--- src/rtl/lv_scan_rd_arb.sv ---
// Register-file access arbiter for the watchdog scan reader and the SPI host.
// Scan reads return data plus a CRC-8 so the watchdog can detect corrupted contents.

module crc16to8_parallel (
  input  logic [15:0] data_i,
  output logic [7:0]  crc_o
);
  // CRC-8, polynomial x^8+x^2+x+1, zero init, MSB first.
  logic [7:0] c;

  always_comb begin
    c = 8'h00;
    for (int i = 15; i >= 0; i--) begin
      if (c[7] ^ data_i[i]) c = {c[6:0], 1'b0} ^ 8'h07;
      else                  c = {c[6:0], 1'b0};
    end
    crc_o = c;
  end
endmodule

module lv_scan_rd_arb #(
  parameter int unsigned REG_AW    = 7,
  parameter int unsigned REG_DW    = 8,
  parameter int unsigned REG_CRC_W = 8,
  parameter int unsigned RF_DEPTH  = 128,
  parameter int unsigned RD_LAT    = 1
) (
  input  logic                 i_clk,
  input  logic                 i_rst_n,
  input  logic                 i_wdg_scan_rd_req,
  input  logic [REG_AW-1:0]    i_wdg_scan_addr,
  output logic                 o_rac_wdg_scan_ack,
  output logic [REG_DW-1:0]    o_rac_wdg_scan_data,
  output logic [REG_CRC_W-1:0] o_rac_wdg_scan_crc,
  input  logic                 i_crc_inj,
  input  logic                 i_spi_rd_req,
  input  logic                 i_spi_wr_req,
  input  logic [REG_AW-1:0]    i_spi_addr,
  input  logic [REG_DW-1:0]    i_spi_wdata,
  output logic                 o_spi_ack,
  output logic [REG_DW-1:0]    o_spi_rdata,
  output logic                 o_spi_addr_err,
  output logic                 o_rf_rd_en,
  output logic                 o_rf_wr_en,
  output logic [REG_AW-1:0]    o_rf_addr,
  output logic [REG_DW-1:0]    o_rf_wdata,
  input  logic [REG_DW-1:0]    i_rf_rdata
);

  localparam logic [1:0] StIdle   = 2'd0;
  localparam logic [1:0] StAccess = 2'd1;
  localparam logic [1:0] StWait   = 2'd2;
  localparam logic [1:0] StAck    = 2'd3;

  localparam logic MstWdg = 1'b0;
  localparam logic MstSpi = 1'b1;

  localparam logic [1:0] CntInit = 2'(RD_LAT - 1);

  logic [1:0]           state_q, state_d;
  logic                 last_grant_q, last_grant_d;
  logic                 master_q, master_d;
  logic                 is_wr_q, is_wr_d;
  logic [REG_AW-1:0]    addr_q, addr_d;
  logic [REG_DW-1:0]    wdata_q, wdata_d;
  logic [1:0]           cnt_q, cnt_d;
  logic                 wdg_ack_q, wdg_ack_d;
  logic [REG_DW-1:0]    wdg_data_q, wdg_data_d;
  logic [REG_CRC_W-1:0] wdg_crc_q, wdg_crc_d;
  logic                 spi_ack_q, spi_ack_d;
  logic [REG_DW-1:0]    spi_rdata_q, spi_rdata_d;
  logic                 spi_err_q, spi_err_d;

  logic              spi_req;
  logic              grant_spi;
  logic              in_range;
  logic [REG_DW-1:0] cap_data;
  logic [15:0]       crc_msg;
  logic [7:0]        crc_raw;

  assign spi_req   = i_spi_rd_req | i_spi_wr_req;
  // A conflict goes to the master that lost the previous conflict.
  assign grant_spi = spi_req & (~i_wdg_scan_rd_req | (last_grant_q == MstWdg));
  assign in_range  = 32'(addr_q) < RF_DEPTH;
  assign cap_data  = in_range ? i_rf_rdata : '0;
  assign crc_msg   = {1'b1, addr_q, cap_data};

  crc16to8_parallel u_crc (
    .data_i(crc_msg),
    .crc_o (crc_raw)
  );

  always_comb begin
    state_d      = state_q;
    last_grant_d = last_grant_q;
    master_d     = master_q;
    is_wr_d      = is_wr_q;
    addr_d       = addr_q;
    wdata_d      = wdata_q;
    cnt_d        = cnt_q;
    wdg_ack_d    = 1'b0;
    wdg_data_d   = wdg_data_q;
    wdg_crc_d    = wdg_crc_q;
    spi_ack_d    = 1'b0;
    spi_rdata_d  = spi_rdata_q;
    spi_err_d    = spi_err_q;
    case (state_q)
      StIdle: begin
        if (i_wdg_scan_rd_req | spi_req) begin
          state_d  = StAccess;
          master_d = grant_spi;
          addr_d   = grant_spi ? i_spi_addr : i_wdg_scan_addr;
          is_wr_d  = grant_spi & i_spi_wr_req;
          if (grant_spi) wdata_d = i_spi_wdata;
          if (i_wdg_scan_rd_req & spi_req) last_grant_d = grant_spi;
        end
      end
      StAccess: begin
        if (is_wr_q) begin
          state_d   = StAck;
          spi_ack_d = 1'b1;
          spi_err_d = ~in_range;
        end else begin
          state_d = StWait;
          cnt_d   = CntInit;
        end
      end
      StWait: begin
        if (cnt_q == 2'd0) begin
          state_d = StAck;
          if (master_q == MstSpi) begin
            spi_ack_d   = 1'b1;
            spi_rdata_d = cap_data;
            spi_err_d   = ~in_range;
          end else begin
            wdg_ack_d  = 1'b1;
            wdg_data_d = cap_data;
            wdg_crc_d  = crc_raw ^ {{(REG_CRC_W-1){1'b0}}, i_crc_inj};
          end
        end else begin
          cnt_d = cnt_q - 2'd1;
        end
      end
      StAck:   state_d = StIdle;
      default: state_d = StIdle;
    endcase
  end

  always_ff @(posedge i_clk or negedge i_rst_n) begin
    if (!i_rst_n) begin
      state_q      <= StIdle;
      last_grant_q <= MstSpi;
      master_q     <= MstWdg;
      is_wr_q      <= 1'b0;
      addr_q       <= '0;
      wdata_q      <= '0;
      cnt_q        <= 2'd0;
      wdg_ack_q    <= 1'b0;
      wdg_data_q   <= '0;
      wdg_crc_q    <= '0;
      spi_ack_q    <= 1'b0;
      spi_rdata_q  <= '0;
      spi_err_q    <= 1'b0;
    end else begin
      state_q      <= state_d;
      last_grant_q <= last_grant_d;
      master_q     <= master_d;
      is_wr_q      <= is_wr_d;
      addr_q       <= addr_d;
      wdata_q      <= wdata_d;
      cnt_q        <= cnt_d;
      wdg_ack_q    <= wdg_ack_d;
      wdg_data_q   <= wdg_data_d;
      wdg_crc_q    <= wdg_crc_d;
      spi_ack_q    <= spi_ack_d;
      spi_rdata_q  <= spi_rdata_d;
      spi_err_q    <= spi_err_d;
    end
  end

  assign o_rf_rd_en          = (state_q == StAccess) & ~is_wr_q & in_range;
  assign o_rf_wr_en          = (state_q == StAccess) & is_wr_q & in_range;
  assign o_rf_addr           = addr_q;
  assign o_rf_wdata          = wdata_q;
  assign o_rac_wdg_scan_ack  = wdg_ack_q;
  assign o_rac_wdg_scan_data = wdg_data_q;
  assign o_rac_wdg_scan_crc  = wdg_crc_q;
  assign o_spi_ack           = spi_ack_q;
  assign o_spi_rdata         = spi_rdata_q;
  assign o_spi_addr_err      = spi_err_q;

  logic req_held;
  assign req_held = (master_q == MstSpi) ? spi_req : i_wdg_scan_rd_req;

  a_req_held: assert property (@(posedge i_clk) disable iff (!i_rst_n)
    ((state_q == StAccess) || (state_q == StWait)) |-> req_held);

endmodule

--- config.mk ---
export PLATFORM = sky130hd
export DESIGN_NAME = lv_scan_rd_arb
export DESIGN_NICKNAME = d
export VERILOG_FILES = /design/src/rtl/lv_scan_rd_arb.sv
export SDC_FILE = /design/constraint.sdc
export NUM_CORES = 1
export LEC_CHECK = 0
export CAP_MARGIN = 20
export CORE_MARGIN = 3
export CORE_UTILIZATION = 40
export DETAILED_ROUTE_END_ITERATION = 8
export PLACE_DENSITY = 0.72
export SYNTH_ARGS = -nofsm -noshare
export SYNTH_HDL_FRONTEND = slang
export SYNTH_SLANG_ARGS = --single-unit
--- constraint.sdc ---
create_clock -name i_clk -period 3.5 [get_ports i_clk]
set_input_delay 0.7 -clock i_clk [delete_from_list [all_inputs] [get_ports i_clk]]
set_output_delay 0.7 -clock i_clk [all_outputs]
set_load 0.01 [all_outputs]
; ---- Word level (Yosys, flattened, before mapping)
; Cells that the tools add are included.
[totals]
reg_bits = 49
[classes]
n_addsub = 1
eq_ne = 9
mux = 34
n_bitwise = 41
n_reduce_logical = 11
[ops]
columns = cell, count
row1 = $mux 3, 15
row2 = $not 3->3, 14
row3 = $reduce_and 3->1, 5
row4 = $ne 2x2->1 const B, 6
row5 = $mux 1, 10
row6 = $xor 1x1->1, 9
row7 = $mux 2, 4
row8 = $pmux 2 s4, 1
row9 = $xor 8x1->8, 1
row10 = $mux 7, 1
row11 = $and 1x1->1, 5
row12 = $xor 1x1->1 const A, 5
row13 = $eq 2x2->1 const B, 2
row14 = $logic_not 2->1, 2
row15 = $not 1->1, 4
row16 = $pmux 1 s2, 2
row17 = $pmux 2 s2, 1
row18 = $reduce_and 2->1, 2
row19 = $reduce_and 4->1, 1
row20 = $or 1x1->1, 3
row21 = $eq 2x1->1 const B, 1
row22 = $reduce_bool 2->1, 1
row23 = $sub 2x1->2 const B, 1

; ---- Logic depth before layout (Yosys ltp)
; Gate-level depths: netlist of the first run.
[logic_depth]
depth_word = 30
depth_mapped = 8

; ---- Cells and area by module
; From an unflattened synthesis of the first run, not the netlist that was laid out.
[unflattened]
cells_unflattened = 179
area_unflattened_um2 = 2374.8
[modules_own_cells]
columns = module, n_inst, cells_each, area_each_um2, seq_area_each_um2
row1 = lv_scan_rd_arb, 1, 149, 2035.7, 1202.4
row2 = crc16to8_parallel, 1, 30, 339.1, 0.0

; ---- Worst setup path before layout of the first run
; Ideal clock, no wire load.
[synth_timing]
path_kind = input-to-reg
startpoint = input i_rf_rdata[7]
endpoint = register wdg_crc_q[2] (netlist: o_rac_wdg_scan_crc[2])
setup_time_ns = 0.077
arrival_ns = 1.775
t_required_ns = 3.423
setup_slack_ns = 1.648
stages = 4
path_buffers = 0
path_cell_list = xnor3_1 xor2_1 xor3_1 o21ai_1
[synth_between]
elab_chain_len = 7
[synth_lines]
columns = element, line
row1 = start: declaration, 47  ; input logic [REG_DW-1:0] i_rf_rdata
row2 = $xor 1x1->1 *, 14  ; if (c[7] ^ data_i[i]) c = {c[6:0], 1'b0} ^ 8'h07;
row3 = $mux 3 *, 14
row4 = $xor 1x1->1 / $not 3->3 (equally long branches), -
row5 = $mux 3, 14
row6 = $not 3->3 (no line) / $xor 1x1->1 (equally long branches), -
row7 = $mux 3 *, 14
row8 = $xor 8x1->8 *, 138  ; wdg_crc_d = crc_raw ^ {{(REG_CRC_W-1){1'b0}}, i_crc_inj};
row9 = end signal: assignment, 174  ; wdg_crc_q <= wdg_crc_d;
row10 = end: declaration, 69  ; logic [REG_CRC_W-1:0] wdg_crc_q, wdg_crc_d;
; Mark *: on every way between the ends. The rest lies on a longest branch, timed or not.
; A chain may end at the register's enable or synchronous reset.

; ---- Worst setup path after layout of the first run
[layout_timing]
startpoint = register state_q[1]
endpoint = output o_rf_wr_en
[layout_between]
elab_chain_len = 2
[layout_lines]
columns = element, line
row1 = start: declaration, 60  ; logic [1:0] state_q, state_d;
row2 = start signal: assignment, 151  ; state_q <= StIdle;
row3 = start signal: assignment, 165  ; state_q <= state_d;
row4 = $eq 2x1->1, 182  ; assign o_rf_wr_en = (state_q == StAccess) & is_wr_q & in_range;
row5 = $and 1x1->1, 182
row6 = end: declaration, 44  ; output logic o_rf_wr_en,
; Every way passes these cells.

==> results of run 1 <==
registers in the layout, indices dropped and copies added (netlist names):
register             cells
cnt_q                    2
master_q                 1
o_spi_ack                1
state_q                  2
o_rf_addr                7
o_rac_wdg_scan_data      8
last_grant_q             1
o_rac_wdg_scan_ack       1
o_spi_rdata              8
o_rac_wdg_scan_crc       8
is_wr_q                  1
o_rf_wdata               8
power groups by stage:
stage          Sequential [mW]  Combinational (mW)  Clock, mW
2_1_floorplan             1.13                1.14          0
6_report                  1.03                1.93      0.314
3_5_place_dp              1.04                1.96          0
3_3_place_gp              1.03                1.94          0
4_1_cts                   1.03                1.96      0.325
5_1_grt                   1.07                2.13      0.353
stage by stage:
stage	hold WS (ps)	worst slack, ps	utilization
2_1_floorplan	404	1650	-
5_1_grt	222	892	0.586
3_5_place_dp	474	981	0.568
4_1_cts	493	1010	0.582
6_report	233	1010	0.586
3_3_place_gp	462	1020	0.568
cell type report:
class | count | area (sq um)
fill | 482 | 2310
sequential | 48 | 1200
multi-input combinational | 128 | 1070
timing repair buffer | 79 | 796
tap | 72 | 90.1
clock buffer | 5 | 68.8
inverter | 8 | 30.0
clock inverter | 2 | 12.5
per-layer routing:
metal	GRT usage	share of wire	vias up
li1	-	-	803
met1	0.194	0.45	792
met2	0.248	0.45	65
met3	0.0564	0.081	7
met4	0.0498	0.017	0
met5	0	0	-
cells in the final DEF (no fill, tap or decap), types with 6 or more instances in the layout:
master and instances:
clkdlybuf4s50_1 77, dfrtp_1 47, mux2_2 22, xnor2_1 20, nand2_1 19, o21ai_0 15
inv_1 8, mux2i_1 7, xor2_1 6
worst max-delay path by stage:
stage,slack [ps],from,depth (start not counted),end
after CTS,1010,state_q[1],5,o_rf_wr_en
after global routing,890,state_q[1],5,o_rf_wr_en
after global placement,1020,i_rf_rdata[7],5,o_rac_wdg_scan_crc[2]
after floorplan,1650,i_rf_rdata[7],4,o_rac_wdg_scan_crc[2]
final,1010,state_q[1],5,o_rf_wr_en
after detailed placement,980,i_rf_rdata[7],5,o_rac_wdg_scan_crc[2]
worst register-to-register path, stage by stage, from the launching register on:
cell and delay, ps:
dfrtp_1 350, inv_1 90, ha_1 280, nand2_1 110, or2_1 660, mux2_2 420
cell families after synthesis:
group | after synthesis
AND/OR/NAND/NOR | 28
adder cells (fa/ha/maj) | 4
buffers and inverters | 13
XOR/XNOR | 32
AO/OA/AOI/OAI | 32
flip-flops | 48
multiplexers | 31
other | 1
==> impl_metrics.yaml, run 1 <==
run_status:
  status: "finished, final reports clean"
detailed_routing:
  first_iter_violations: 32
  drc: 0
  routed_wl_um: 4700
  routedWlPerCell_um: 13.7
  first_pass_iters: 4
  via_per_inst: 4.87
  ant_nets: 0
  via_count: 1667
power_and_ir_drop:
  power.total_mw: 3.27
  vdd_drop_max_uv: 446
  p_comb_frac: 0.590
  pwr-share-clk: 0.096
  power_switching_mw: 1.12
  intPower_mw: 2.15
  seq_power_share: 0.314
  p_leak_nw: 1.42
  sw_frac_of_total: 0.343
  power_density_nw_per_um2: 1000
placement:
  hpwl_um: 3640
  place_area_sq_um: 3170
  portBuffers: 78
  place_congestion: 0.799
  dpl.cell_count: 334
yosys:
  synthArstFlopShare: 1.00
  synth_top_area_share: 0.506
  synth_compound_area_frac: 0.0830
  syn_nets: 229
  yosys.area_share.simple: 0.0523
  synthesis.area_sq_um: 2320
  synth.area.mux_share: 0.147
  synth-seq-cells: 48
  seq_area_frac_synth: 0.518
  yosysTopAreaCell: "dfrtp_1"
  synth-xor-area-share: 0.155
  yosys_warnings: 0
  synth_top_family_by_area: "XOR/XNOR gates"
  synthCells: 189
  synth_most_common_cell: "dfrtp_1"
  synth_top_flop_cell: "dfrtp_1"
  syn_avg_cell_area_sq_um: 12.3
  synth-edff-count: 0
  synth_cell_types: 33
  synthTopCellsByArea: "dfrtp_1 51%, mux2_2 11%, xnor2_1 7.5%"
  synth_common_cells: "47 x dfrtp_1, 22 x mux2_2, 20 x xnor2_1, 19 x nand2_1, 15 x o21ai_0"
  synthAdderAreaFrac: 0.0216
cts:
  clkLatencyLatePin_ps: 300
  clk_path_buf_depth: 2
  cts-buffers-inserted: 5
  h-tree-depth: 2
  clock_sinks: 48
  root_buffer: "clkbuf_8"
  postCtsSetupRepairBufs: 0
  clkTransAtPathRegs_ps: 90
  cts_resized: 0
  cts_tree: "yes"
  cts_hold_buf: 0
global_routing:
  grt_pass1_vias: 1703
  grt_overflow_total: 0
  grt_max_degree: 49
  grt_pass1_wl_um: 7970
  track_usage: 0.155
  antenna_found_initial: 0
setup_path:
  r2r_setup_slack_ps: 1480
  crit_top_cell: "inv_1"
  worstSetupPathType: "reg2out"
  cp_max_fo: 4
  path_cells: "inv_1 > ha_1 > nand2_1 > inv_1 > clkdlybuf4s50_1"
  startpoint_type: "flop"
  worstSetupEndpointType: "primary output"
  crit_slowest_cell: "clkdlybuf4s50_1"
  critPathBufInv: 3
  r2r_end: "o_rac_wdg_scan_data[7]"
  path_delay_family: "buffers and inverters"
  required_ps: 2800
  arrival_ps: 1790
  r2r_cells: 5
  r2r-start: "state_q[0]"
  max_stage_delay_ps: 550
die:
  start_util: 0.417
  die_h_um: 82.2
  rows: 27
  dieArea_sq_um: 6760
  core-area_sq_um: 5570
  pin_count: 80
  die_w_um: 82.2
timing:
  hold_violations: 0
  finalCritPeriodShare: 0.712
  relSlewSlack: 0.430
  fmax_ghz: 0.401
  clock-skew-final_ps: 11.2
  rsz0062_at_grt: "no"
  drv_slew: 0
  tns_ps: 0
  period_needed_ps: 2490
  finalSetupViolCount: 0
  tightest_slew_ps: 855
hold_path:
  hold_path_class: "in2async"
finish:
  instances_no_fill: 342
  layout.nets: 310
  diodes: 0
  stdcell_area_sq_um: 3270
  drive_above_1_share: 0.130
  area_growth_pct: 40.7
flow_run:
  max_cap_viol_count: 0
(Power assumes the default switching activity.)
==> run 2: changes to the inputs <==
==> constraint.sdc (replaced) <==
create_clock -name i_clk -period 2.52 [get_ports i_clk]
set_input_delay 0.504 -clock i_clk [delete_from_list [all_inputs] [get_ports i_clk]]
set_output_delay 0.504 -clock i_clk [all_outputs]
set_load 0.01 [all_outputs]
==> run 2 against run 1 <==
  * Via count fell by 0.24%
  * First-iteration DRC count up 13%
  * Sequential power up 39%
  * Setup slack lost 820 ps
  * Clock power is 50% higher
  * Register-to-register slack got worse by 850 ps
  * Critical path type unchanged
  * Largest cell class unchanged
==> impl_metrics.yaml, run 2 (synthesis gave the netlist of run 1 again) <==
placement:
  place_congestion: 0.806
  place_area_sq_um: 3190
  hpwl_um: 3830
  dpl.cell_count: 337
  preCtsSetupSlack_ps: 157
  portBuffers: 78
cts:
  root_buffer: "clkbuf_8"
  h-tree-depth: 2
  cts_hold_buf: 0
  postCtsSetupRepairBufs: 0
  cts_tree: "yes"
  clkLatencyLatePin_ps: 300
  clk_path_buf_depth: 2
  cts-buffers-inserted: 5
  cts_resized: 0
  clock_sinks: 48
  clkTransAtPathRegs_ps: 90
detailed_routing:
  dr_wl_met2_um: 2160
  top_layer: "met4"
  routed_wl_um: 4760
  first_pass_iters: 4
  met1Wirelength_um: 2160
  via_per_inst: 4.82
  via_count: 1663
  wl_met3_um: 357
  first_iter_violations: 36
  drc: 0
  ant_nets: 0
  routedWlPerCell_um: 13.8
timing:
  finalSetupViolCount: 0
  period_needed_ps: 2330
  fin_ws_ps: 188
  worst_hold_slack_ps: 186
  tightest_slew_ps: 658
  fmax_ghz: 0.429
  drv_slew: 0
  relSlewSlack: 0.561
  clock-skew-final_ps: 13.4
  tns_ps: 0
  hold_violations: 0
  rsz0062_at_grt: "no"
  finalCritPeriodShare: 0.925
die:
  rows: 27
  core-area_sq_um: 5570
  die_w_um: 82.2
  pin_count: 80
  die_h_um: 82.2
  start_util: 0.417
  dieArea_sq_um: 6760
setup_path:
  path_cells: "inv_1 > ha_1 > nand2_1 > inv_1 > clkdlybuf4s50_1"
  critPathBufInv: 3
  cp.depth: 5
  r2r_setup_slack_ps: 630
  crit_slowest_cell: "clkdlybuf4s50_1"
  setup.worst_path.end: "o_rf_wr_en"
  crit_top_cell: "inv_1"
  crit_start: "state_q[1]"
  arrival_ps: 1830
  r2r_end: "o_rac_wdg_scan_crc[2]"
  cp_max_fo: 4
  r2r-start: "state_q[0]"
  path_delay_family: "buffers and inverters"
  required_ps: 2020
  worstSetupPathType: "reg2out"
  max_stage_delay_ps: 560
  worstSetupEndpointType: "primary output"
  startpoint_type: "flop"
  r2r_cells: 7
finish:
  final_common_cell: "clkdlybuf4s50_1"
  layout.nets: 312
  area_growth_pct: 41.3
  instances_no_fill: 345
  diodes: 0
  stdcell_area_sq_um: 3280
  drive_above_1_share: 0.136
  final_util: 0.589
  mostFrequentLayoutCells: "77 x clkdlybuf4s50_1, 47 x dfrtp_1, 22 x mux2_2, 20 x xnor2_1, 19 x nand2_1"
global_routing:
  grt_pass1_wl_um: 8070
  grt_pass1_vias: 1737
  grt_overflow_total: 0
  track_usage: 0.156
  grt_max_degree: 27
  antenna_found_initial: 0
hold_path:
  hold_path_class: "in2async"
power_and_ir_drop:
  power.total_mw: 4.60
  vdd_drop_max_uv: 611
  power_density_nw_per_um2: 1400
  p_leak_nw: 1.43
flow_run:
  max_cap_viol_count: 0
run_status:
  status: "finished, final reports clean"
## run 2: report_power, final
group          total [mW]  switching (mW)  internal (mW)
Clock               0.471           0.248          0.223
Combinational        2.70            1.05           1.65
Sequential           1.43           0.273           1.16
## run 2: layer usage
metal  GRT usage  vias up
met3      0.0456        7
met1       0.200      786
met4      0.0565        0
met2       0.251       61
li1            -      809
met5           0        -
## run 2: worst min-delay path by stage
stage	from	end	slack (ps)	depth (start not counted)
2_1_floorplan	i_rst_n	cnt_q[0]	210	0
3_3_place_gp	o_rac_wdg_scan_crc[7]	o_rac_wdg_scan_crc[7]	460	2
3_5_place_dp	o_rac_wdg_scan_crc[5]	o_rac_wdg_scan_crc[5]	470	2
4_1_cts	i_rst_n	state_q[0]	210	1
5_1_grt	i_rst_n	state_q[0]	220	1
6_report	i_rst_n	state_q[0]	190	1
## run 2: final cells by class
class | count | area (sq um)
Inverter | 8 | 30.0
Clock inverter | 1 | 7.51
Timing Repair Buffer | 81 | 798
Multi-Input combinational cell | 128 | 1070
Sequential cell | 48 | 1200
Fill cell | 497 | 2290
Tap cell | 72 | 90.1
Clock buffer | 7 | 86.3
